===== src/rtl/alu_iterative_if.sv =====
// Request/response bundle between the decoder stage and the iterative ALU.
// The master issues operations and the slave returns registered results.
interface alu_iterative_if #(
    parameter int WIDTH   = 32,
    parameter int SHAMT_W = 5
);
    logic               start;
    logic [2:0]         select_bits_ALU;
    logic [WIDTH-1:0]   a;
    logic [WIDTH-1:0]   b;
    logic [SHAMT_W-1:0] shamt;
    logic               busy;
    logic               done;
    logic [WIDTH-1:0]   result;
    logic               zero;
    logic               overflow;

    modport master (
        output start, select_bits_ALU, a, b, shamt,
        input  busy, done, result, zero, overflow
    );

    modport slave (
        input  start, select_bits_ALU, a, b, shamt,
        output busy, done, result, zero, overflow
    );
endinterface


===== src/rtl/alu_iterative.sv =====
// Execute-stage ALU. Logic/arithmetic ops finish in one cycle; SRL shifts
// one bit per cycle so no barrel shifter is required.
module alu_iterative #(
    parameter int WIDTH   = 32,
    parameter int SHAMT_W = 5
) (
    input  logic          clk,
    input  logic          reset,
    alu_iterative_if.slave bus
);
    typedef enum logic [2:0] {
        OP_AND = 3'b000,
        OP_OR  = 3'b001,
        OP_ADD = 3'b010,
        OP_SLT = 3'b011,
        OP_SUB = 3'b100,
        OP_SRL = 3'b101,
        OP_XOR = 3'b110,
        OP_NOR = 3'b111
    } op_e;

    typedef enum logic {IDLE, SHIFT} state_e;

    state_e             state, state_next;
    logic [WIDTH-1:0]   shreg, shreg_next;
    logic [SHAMT_W-1:0] cnt, cnt_next;
    logic [WIDTH-1:0]   result_q, result_next;
    logic               zero_q, ovf_q, ovf_next, done_q, load;
    logic [WIDTH-1:0]   alu_res, sum, diff;
    logic               alu_ovf;
    op_e                op;

    assign op   = op_e'(bus.select_bits_ALU);
    assign sum  = bus.a + bus.b;
    assign diff = bus.a - bus.b;

    // Single-cycle datapath; SRL yields b unchanged, which is the shamt=0 result.
    always_comb begin
        // NOTE: every output of a combinational block gets a default first so
        // no path leaves it unassigned, which would otherwise infer a latch.
        alu_res = '0;
        alu_ovf = 1'b0;
        case (op)
            OP_AND: alu_res = bus.a & bus.b;
            OP_OR:  alu_res = bus.a | bus.b;
            OP_ADD: begin
                alu_res = sum;
                alu_ovf = (bus.a[WIDTH-1] == bus.b[WIDTH-1]) &&
                          (sum[WIDTH-1] != bus.a[WIDTH-1]);
            end
            OP_SLT: alu_res = {{(WIDTH-1){1'b0}}, ($signed(bus.a) < $signed(bus.b))};
            OP_SUB: begin
                alu_res = diff;
                alu_ovf = (bus.a[WIDTH-1] != bus.b[WIDTH-1]) &&
                          (diff[WIDTH-1] != bus.a[WIDTH-1]);
            end
            OP_SRL: alu_res = bus.b;
            OP_XOR: alu_res = bus.a ^ bus.b;
            OP_NOR: alu_res = ~(bus.a | bus.b);
            default: alu_res = '0;
        endcase
    end

    // Next-state logic: accept requests in IDLE, step the shifter in SHIFT.
    always_comb begin
        state_next  = state;
        shreg_next  = shreg;
        cnt_next    = cnt;
        result_next = result_q;
        ovf_next    = 1'b0;
        load        = 1'b0;
        case (state)
            IDLE: begin
                if (bus.start) begin
                    if (op == OP_SRL && bus.shamt != '0) begin
                        shreg_next = bus.b;
                        cnt_next   = bus.shamt;
                        state_next = SHIFT;
                    end else begin
                        load        = 1'b1;
                        result_next = alu_res;
                        ovf_next    = alu_ovf;
                    end
                end
            end
            SHIFT: begin
                shreg_next = shreg >> 1;
                cnt_next   = cnt - 1'b1;
                if (cnt == SHAMT_W'(1)) begin
                    load        = 1'b1;
                    result_next = shreg >> 1;
                    state_next  = IDLE;
                end
            end
            default: state_next = IDLE;
        endcase
    end

    // State, shifter and result registers; flags move only on completion.
    always_ff @(posedge clk or posedge reset) begin
        if (reset) begin
            state    <= IDLE;
            shreg    <= '0;
            cnt      <= '0;
            result_q <= '0;
            zero_q   <= 1'b1;
            ovf_q    <= 1'b0;
            done_q   <= 1'b0;
        end else begin
            // NOTE: non-blocking assignments so every register samples the
            // pre-edge values regardless of statement order.
            state  <= state_next;
            shreg  <= shreg_next;
            cnt    <= cnt_next;
            done_q <= load;
            if (load) begin
                result_q <= result_next;
                zero_q   <= (result_next == '0);
                ovf_q    <= ovf_next;
            end
        end
    end

    assign bus.busy     = (state == SHIFT);
    assign bus.done     = done_q;
    assign bus.result   = result_q;
    assign bus.zero     = zero_q;
    assign bus.overflow = ovf_q;
endmodule


===== src/flat_wrapper.sv =====
// flat-port wrapper written by rule: the top's interface ports become plain ports
module alu_iterative_flat 
#(
    parameter int WIDTH   = 32,
    parameter int SHAMT_W = 5
)
  (clk, reset, bus_start, bus_select_bits_ALU, bus_a, bus_b, bus_shamt, bus_busy, bus_done, bus_result, bus_zero, bus_overflow);
  alu_iterative_if #(.WIDTH(WIDTH), .SHAMT_W(SHAMT_W)) bus_i ();
  input  logic clk;
  input  logic reset;
  input wire logic [$bits(bus_i.start)-1:0] bus_start;
  input wire logic [$bits(bus_i.select_bits_ALU)-1:0] bus_select_bits_ALU;
  input wire logic [$bits(bus_i.a)-1:0] bus_a;
  input wire logic [$bits(bus_i.b)-1:0] bus_b;
  input wire logic [$bits(bus_i.shamt)-1:0] bus_shamt;
  output wire logic [$bits(bus_i.busy)-1:0] bus_busy;
  output wire logic [$bits(bus_i.done)-1:0] bus_done;
  output wire logic [$bits(bus_i.result)-1:0] bus_result;
  output wire logic [$bits(bus_i.zero)-1:0] bus_zero;
  output wire logic [$bits(bus_i.overflow)-1:0] bus_overflow;
  assign bus_i.start = bus_start;
  assign bus_i.select_bits_ALU = bus_select_bits_ALU;
  assign bus_i.a = bus_a;
  assign bus_i.b = bus_b;
  assign bus_i.shamt = bus_shamt;
  assign bus_busy = bus_i.busy;
  assign bus_done = bus_i.done;
  assign bus_result = bus_i.result;
  assign bus_zero = bus_i.zero;
  assign bus_overflow = bus_i.overflow;
  alu_iterative #(.WIDTH(WIDTH), .SHAMT_W(SHAMT_W)) u_core (.clk(clk), .reset(reset), .bus(bus_i));
endmodule

===== config.mk =====
export PLATFORM = sky130hd
export DESIGN_NAME = alu_iterative_flat
export DESIGN_NICKNAME = d
export VERILOG_FILES = /design/src/rtl/alu_iterative_if.sv /design/src/rtl/alu_iterative.sv /design/src/flat_wrapper.sv
export SDC_FILE = /design/constraint.sdc
export NUM_CORES = 1
export LEC_CHECK = 0
export CORE_MARGIN = 3
export CORE_UTILIZATION = 50
export CTS_CLUSTER_SIZE = 28
export DETAILED_ROUTE_END_ITERATION = 7
export HOLD_SLACK_MARGIN = 0.03
export PLACE_DENSITY = 0.75
export SLEW_MARGIN = 10
export SYNTH_ARGS = -nofsm -noshare
export SYNTH_HDL_FRONTEND = slang
export SYNTH_SLANG_ARGS = --single-unit

===== constraint.sdc =====
create_clock -name clk -period 3.9 [get_ports clk]
set_input_delay 0.585 -clock clk [delete_from_list [all_inputs] [get_ports clk]]
set_output_delay 0.585 -clock clk [all_outputs]
set_load 0.03 [all_outputs]

==> summary.txt, run 1 <==
Max IR drop VDD -> 0.264 mV
Slowest stage delay, CP -> 0.54 ns
Number of global-route vias before repair -> 12,200
Clock slew at reported path FFs -> 0.07 ns
RR Endpoint -> u_core.bus.zero$_DFFE_PP1P_
CP max FO -> 15
Top cells by count, synth -> a21oi_1 (160), nand2_1 (124), nor2_1 (121), o21ai_0 (105), inv_1 (102)
Failing checks -> setup timing
Slowest stage cell, crit path -> or4_4
Top delay family on crit path -> simple AND/OR/NAND/NOR gates
Final hold vios -> 0
Syn Nets -> 1,513
Sw Share -> 43.4%
Clock Path Buffers -> 2
Initial antenna violation count -> 0
DIE WIDTH -> 145 um
CP bufs+invs -> 4
Worst-Skew Late Latency -> 0.35 ns
Drt drc -> 0
Max Slew Vio Count -> 0
I/O pin count -> 111
Flop2flop setup slack -> -0.33 ns
Max-cap violations -> 0
Netlist Area Pre-Place -> 9620 um^2
CTS H-tree depth -> 3
Comb power frac -> 57.5%
Worst Setup SP -> bus_b[13]
Die height -> 145 um
DR vias/cell -> 6.29
EDFF count, synth -> 0
CTS Root Cell -> clkbuf_16
CP most frequent cell -> buf_4
Crit path DAT -> 4.85 ns
Gate Count Post-Synth -> 1,335
CP cell instances -> clkdlybuf4s50_1, inv_1, ha_1, buf_4, a221oi_1, or2_2, nor3_2, buf_4, o221a_2, a311oi_1, or4_1, or4_4, or4b_4, nor4b_4, a32o_1
Layout Skew -> 0.00706 ns
Initial Util -> 51.1%
Clock sinks -> 72
Top cell type's share of synthesized area -> 18.5%
NetSw -> 2.15 mW
Global-route wire length before repair -> 66,000 um
Antenna cells -> 0
Die area -> 20,900 um^2
RSZ-0062 raised after global routing -> yes
Min-delay worst type -> reg2reg
Clock Power Share -> 18.0%
Total GRT Usage -> 40.6%
Mean Syn Cell Area -> 7.21 um^2
Final setup viols -> 1
Area delta synth->final -> 54.5%
Min cycle time layout -> 4.55 ns
Max Freq -> 220 MHz
Most common cell in the netlist -> a21oi_1
Clock buffer count from CTS -> 9
Startpoint types -> input pin
Final Cycle Share -> 117%
Inst Count DP -> 2,038
Internal power -> 2.81 mW
Leakage power -> 7.02 nW
Row Count -> 50
Post-DP HPWL -> 34,700 um
Post-route ant nets -> 0
Overflow after GRT -> 0
Worst Hold Path Cells -> 1
Reg2Reg Depth -> 14
Worst setup margin -> -0.647 ns
PD cells -> 334 nW/um^2
Initial drt markers -> 1,510
Post-synth cell types -> 83
Run status -> finished, violations left
Synth Register Bits -> 72
Critical path class -> in2reg
Hold Buf Count CTS -> 0
CTS tree -> built
Share of layout cells above drive strength 1 -> 31.1%
DR vias -> 13,000
Seq/Total Area, Yosys -> 18.7%
WL/cell -> 21.5 um
Asr flop ratio synth -> 100%
Layout net count -> 1,981
Worst Hold End -> u_core.bus.result[31]$_DFFE_PP0P_
Core ar. -> 18,800 um^2
Crit path required time -> 4.20 ns
Yosys warns -> 0
Most used flip-flop cell after synthesis -> dfrtp_1
Hold Path Origin -> u_core.bus.result[31]$_DFFE_PP0P_
Largest net degree at the start of global routing -> 66
1st-pass router iterations -> 8
Final WL -> 44,500 um
Seq pwr share -> 24.5%
GPL Wtd Cong -> 1.07
Top cells by area, synth -> dfrtp_1 (18%), ha_1 (13%), a21oi_1 (8.3%), o21ai_0 (5.5%), nand2_1 (4.8%)
Setup crit end kind -> flip-flop
Post-synth top area cell -> dfrtp_1
Fin cells -> 2,068
# port buffers -> 110
Slew @ Worst Pin -> 0.945 ns
Slew HR -> 36.9%
Pre-CTS WS -> -1.36 ns
Critical R2R Launch -> u_core.cnt[1]$_DFFE_PP0P_
-- stage by stage --
stage | instance area, um^2 | power [mW] | hold WS (ns) | utilization (%) | setup TNS, ns
after floorplan | 9660 | 2.47 | 0.469 | - | -0.406
after global placement | 13900 | 3.81 | 0.461 | 73.9 | -6.84
after detailed placement | 13900 | 3.86 | 0.482 | 73.9 | -7.22
after CTS | 14300 | 4.77 | 0.496 | 75.9 | -0.844
after global routing | 14900 | 5.18 | 0.511 | 78.9 | -0.889
final | 14900 | 4.96 | 0.493 | 78.9 | -0.647
-- metal layers --
layer	vias up	wire (um)	part of all wire [%]	GRT usage, %
li1	5860	-	-	-
met1	6063	17600	39	54.2
met2	881	20000	45	64.8
met3	201	4720	11	7.62
met4	0	2190	4.9	16.3
met5	-	0	0	0
-- how the worst max path moves through the flow --
stage	to	slack, ns	cells after the start
floorplan	u_core.bus.zero$_DFFE_PP1P_	-0.41	14
global placement	u_core.bus.zero$_DFFE_PP1P_	-1.30	15
detailed placement	u_core.bus.zero$_DFFE_PP1P_	-1.36	15
CTS	u_core.bus.zero$_DFFE_PP1P_	-0.71	15
global route	u_core.bus.zero$_DFFE_PP1P_	-0.77	15
finish	u_core.bus.zero$_DFFE_PP1P_	-0.65	15
-- registers in the layout, indices dropped and copies added, names as in the netlist --
name                 cells
u_core.bus.overflow      1
u_core.bus.result       32
u_core.bus.done          1
u_core.shreg            31
u_core.bus.zero          1
u_core.cnt               5
u_core.bus.busy          1
-- power groups by stage --
stage               Sequential, mW  Clock, mW  Combinational [mW]
floorplan                     1.36          0                1.11
detailed placement            1.22          0                2.64
global placement              1.22          0                2.59
CTS                           1.21      0.891                2.67
global route                  1.23      0.916                3.04
finish                        1.22      0.892                2.85
-- cell usage in the layout (no fill, tap or decap), drive strengths merged, types with 11 or more instances in the layout --
cell and n:
nand2 124, o21ai 105, a21oi 160, a211oi 19, inv 102, o211ai 18
nand2b 14, a22oi 17, xnor2 12, nor4 14, nor2 122, dfrtp 71
o31ai 17, buf 435, a21o 14, nor3 20, clkbuf 15, a221oi 11
mux2i 32, o221ai 12, ha 101, a31oi 17, o22ai 13, nand4 18
clkdlybuf4s50 94, nand3 31, nor2b 13
-- repair_timing --
action	CTS	global route
pin swaps	7	25
cloned	0	1
buffers inserted	2	11
resized for setup	22	111
setup endpoints to repair	11	12
-- logic make-up (layout without fill, tap and decap cells) --
logic type	Yosys count	in the layout	synth area share (%)
AOI/OAI and AO/OA	508	508	34.3
and+or+nand+nor	413	413	20.8
buffers and inverters	189	662	7.45
adders and majority gates	103	103	13.6
DFF	72	72	18.7
muxes	36	36	3.92
xor gates and xnor gates	14	14	1.27
-- final cells by class --
type	count	area (um^2)
fillers	1349	3970
clock inverters	5	56.3
well taps	260	325
repair buffers	543	4430
inverters	103	389
multi-input cells	1074	7610
clock buffers	11	243
flip-flops and latches	72	1800
Power figures use the tool's default switching activity.
==> inputs of run 2 (changes only) <==
--- a/config.mk
+++ b/config.mk
@@ -11,6 +11,7 @@
 export DETAILED_ROUTE_END_ITERATION = 7
 export HOLD_SLACK_MARGIN = 0.03
 export PLACE_DENSITY = 0.75
+export SKIP_LAST_GASP = 1
 export SLEW_MARGIN = 10
 export SYNTH_ARGS = -nofsm -noshare
 export SYNTH_HDL_FRONTEND = slang
==> run 2 against run 1 <==
- the flow still finishes with violations (setup timing)
- die area unchanged
- register-to-register slack about the same
- count of clock-buffer cells in the layout unchanged
- global-route usage barely moved
- worst setup slack better by 0.022 ns
- sequential power barely moved
- worst hold slack improved by 0.0011 ns
- critical path depth shrank 1
- via count rose by 0.19%
- final area decreased by 0.24%
- fmax is 0.49% higher
- power shrank 0.24%
==> summary.txt, run 2 (synthesized netlist as in run 1, its figures left out) <==
Run status -> finished, violations left (unchanged)
Failing checks -> setup timing (unchanged)
Slowest stage delay, CP -> 0.51 ns (was 0.54 ns)
DR vias -> 13,000 (about the same)
Min cycle time layout -> 4.52 ns (was 4.55 ns)
Clock sinks -> 72 (unchanged)
Global-route wire length before repair -> 66,000 um (about the same)
Number of global-route vias before repair -> 12,100 (was 12,200)
GPL Wtd Cong -> 1.07 (unchanged)
CTS H-tree depth -> 3 (unchanged)
CP most frequent cell -> or4_4 (was buf_4)
Crit path DAT -> 4.83 ns (was 4.85 ns)
DR vias/cell -> 6.30 (was 6.29)
Slew HR -> 36.6% (was 36.9%)
Initial Util -> 51.1% (unchanged)
Min-delay worst type -> reg2reg (unchanged)
Sequential cell area -> 1800 um^2 (unchanged)
Startpoint types -> input pin (unchanged)
Clock buffer count from CTS -> 9 (unchanged)
Final WL -> 44,700 um (was 44,500 um)
Overflow after GRT -> 0 (unchanged)
CP cell instances -> clkdlybuf4s15_1, ha_4, fa_2, a21o_1, a221o_1, a21oi_1, a211oi_1, a31o_2, or4_4, or4_4, or4_4, or4b_4, nor4b_4, a32o_1 (was clkdlybuf4s50_1, inv_1, ha_1, buf_4, a221oi_1, or2_2, nor3_2, buf_4, o221a_2, a311oi_1, or4_1, or4_4, or4b_4, nor4b_4, a32o_1)
Max Slew Vio Count -> 0 (unchanged)
Slew @ Worst Pin -> 0.949 ns (was 0.945 ns)
Worst setup margin -> -0.625 ns (was -0.647 ns)
Leakage power -> 7.01 nW (was 7.02 nW)
Critical path class -> in2reg (unchanged)
Reg2Reg Depth -> 14 (unchanged)
Worst-Skew Late Latency -> 0.36 ns (was 0.35 ns)
Max Freq -> 221 MHz (was 220 MHz)
1st-pass router iterations -> 6 (was 8)
Initial drt markers -> 1,547 (was 1,510)
Fillers -> 1,356 (was 1,349)
PD cells -> 334 nW/um^2 (about the same)
RR Endpoint -> u_core.bus.zero$_DFFE_PP1P_ (unchanged)
CTS tree -> built (unchanged)
Crit path required time -> 4.20 ns (about the same)
DIE WIDTH -> 145 um (unchanged)
Largest net degree at the start of global routing -> 66 (unchanged)
Core Util, Final -> 78.7% (was 78.9%)
Slowest stage cell, crit path -> or4b_4 (was or4_4)
Most frequent cells in the layout -> buf_4 (423), a21oi_1 (144), nand2_1 (122) (was buf_4 (422), a21oi_1 (144), nand2_1 (122))
Area of the multi-input gates -> 7600 um^2 (was 7610 um^2)
WHS -> 0.494 ns (was 0.493 ns)
Final hold vios -> 0 (unchanged)
WL/cell -> 21.6 um (was 21.5 um)
Die height -> 145 um (unchanged)
RSZ-0062 raised after global routing -> yes (unchanged)
# port buffers -> 110 (unchanged)
CP max FO -> 4 (was 15)
Antenna cells -> 0 (unchanged)
Largest register FFs -> 32 (unchanged)
Layout Skew -> 0.00898 ns (was 0.00706 ns)
Final setup viols -> 1 (unchanged)
Flop2flop setup slack -> -0.33 ns (about the same)
Worst setup path end -> u_core.bus.zero$_DFFE_PP1P_ (unchanged)
Worst Setup SP -> bus_a[0] (was bus_b[13])
Clock Path Buffers -> 2 (unchanged)
Area delta synth->final -> 54.1% (was 54.5%)
CTS Root Cell -> clkbuf_16 (unchanged)
Drt drc -> 0 (unchanged)
Clock slew at reported path FFs -> 0.07 ns (about the same)
Share of layout cells above drive strength 1 -> 30.9% (was 31.1%)
Layout net count -> 1,980 (was 1,981)
Setup crit end kind -> flip-flop (unchanged)
Critical R2R Launch -> u_core.cnt[1]$_DFFE_PP0P_ (unchanged)
Initial antenna violation count -> 0 (unchanged)
Row Count -> 50 (unchanged)
Post-DP HPWL -> 34,700 um (unchanged)
I/O pin count -> 111 (unchanged)
Post-route ant nets -> 0 (unchanged)
Final Cycle Share -> 116% (was 117%)
Total GRT Usage -> 40.6% (about the same)
Most common cell after layout, fill and taps aside -> buf_4 (unchanged)
Core ar. -> 18,800 um^2 (unchanged)
Die area -> 20,900 um^2 (unchanged)
Max-cap violations -> 0 (unchanged)
Max IR drop VDD -> 0.261 mV (was 0.264 mV)
==> run 2: how the worst min path moves through the flow <==
| stage | start | endpoint | slack [ns] | cells past startpoint |
|---|---|---|---|---|
| final | u_core.bus.result[31]$_DFFE_PP0P_ | u_core.bus.result[31]$_DFFE_PP0P_ | 0.49 | 1 |
| after global routing | u_core.bus.result[1]$_DFFE_PP0P_ | u_core.bus.result[1]$_DFFE_PP0P_ | 0.51 | 2 |
| after CTS | u_core.bus.result[31]$_DFFE_PP0P_ | u_core.bus.result[31]$_DFFE_PP0P_ | 0.50 | 1 |
| after detailed placement | u_core.bus.result[31]$_DFFE_PP0P_ | u_core.bus.result[31]$_DFFE_PP0P_ | 0.48 | 1 |
| after global placement | u_core.bus.result[31]$_DFFE_PP0P_ | u_core.bus.result[31]$_DFFE_PP0P_ | 0.46 | 1 |
| after floorplan | u_core.shreg[24]$_DFFE_PP0P_ | u_core.shreg[23]$_DFFE_PP0P_ | 0.47 | 2 |
==> run 2: metrics by stage <==
step / instances / power, mW / setup TNS, ns / instance area (um^2) / setup slack [ns]
CTS: 2056 / 4.76 / -0.923 / 14300 / -0.727
global placement: 2038 / 3.81 / -6.84 / 13900 / -1.30
detailed placement: 2038 / 3.86 / -7.22 / 13900 / -1.36
floorplan: 1335 / 2.47 / -0.406 / 9660 / -0.406
finish: 2067 / 4.95 / -0.625 / 14800 / -0.625
global route: 2067 / 5.17 / -0.850 / 14800 / -0.754
==> run 2: critical path, delay by kind of cell <==
| kind | cells | cell delay [ns] |
|---|---|---|
| AND/OR/NAND/NOR | 5 | 2.13 |
| buffers and inverters | 1 | 0.26 |
| AO/OA/AOI/OAI | 6 | 1.27 |
| adder cells (fa/ha/maj) | 2 | 0.59 |
==> run 2: final cells by class <==
class | count | share of cell area, %
multi-input combinational | 1074 | 51.3
clock inverter | 5 | 0.380
tap | 260 | 2.19
clock buffer | 11 | 1.64
inverter | 103 | 2.62
sequential | 72 | 12.2
timing repair buffer | 542 | 29.7
==> run 2: repair_timing <==
action | CTS | global route
resized for setup | 18 | 111
setup buffers | 2 | 11
hold buffers | 0 | 0
pin swaps | 7 | 25
endpoints found under the setup margin | 11 | 12
==> run 2: power breakdown <==
part           switching [mW]  total, mW  internal, mW  leakage (nW)
Combinational            1.53       2.84          1.31          5.92
Sequential              0.241       1.22         0.976         0.941
Clock                   0.380      0.893         0.513         0.145
==> run 2: per-layer routing <==
layer / part of all wire [%] / vias up / track usage [%]
met3: 11 / 198 / 7.72
met5: 0 / - / 0
met1: 39 / 6078 / 54.2
li1: - / 5858 / -
met4: 4.8 / 0 / 16.2
met2: 45 / 896 / 64.8
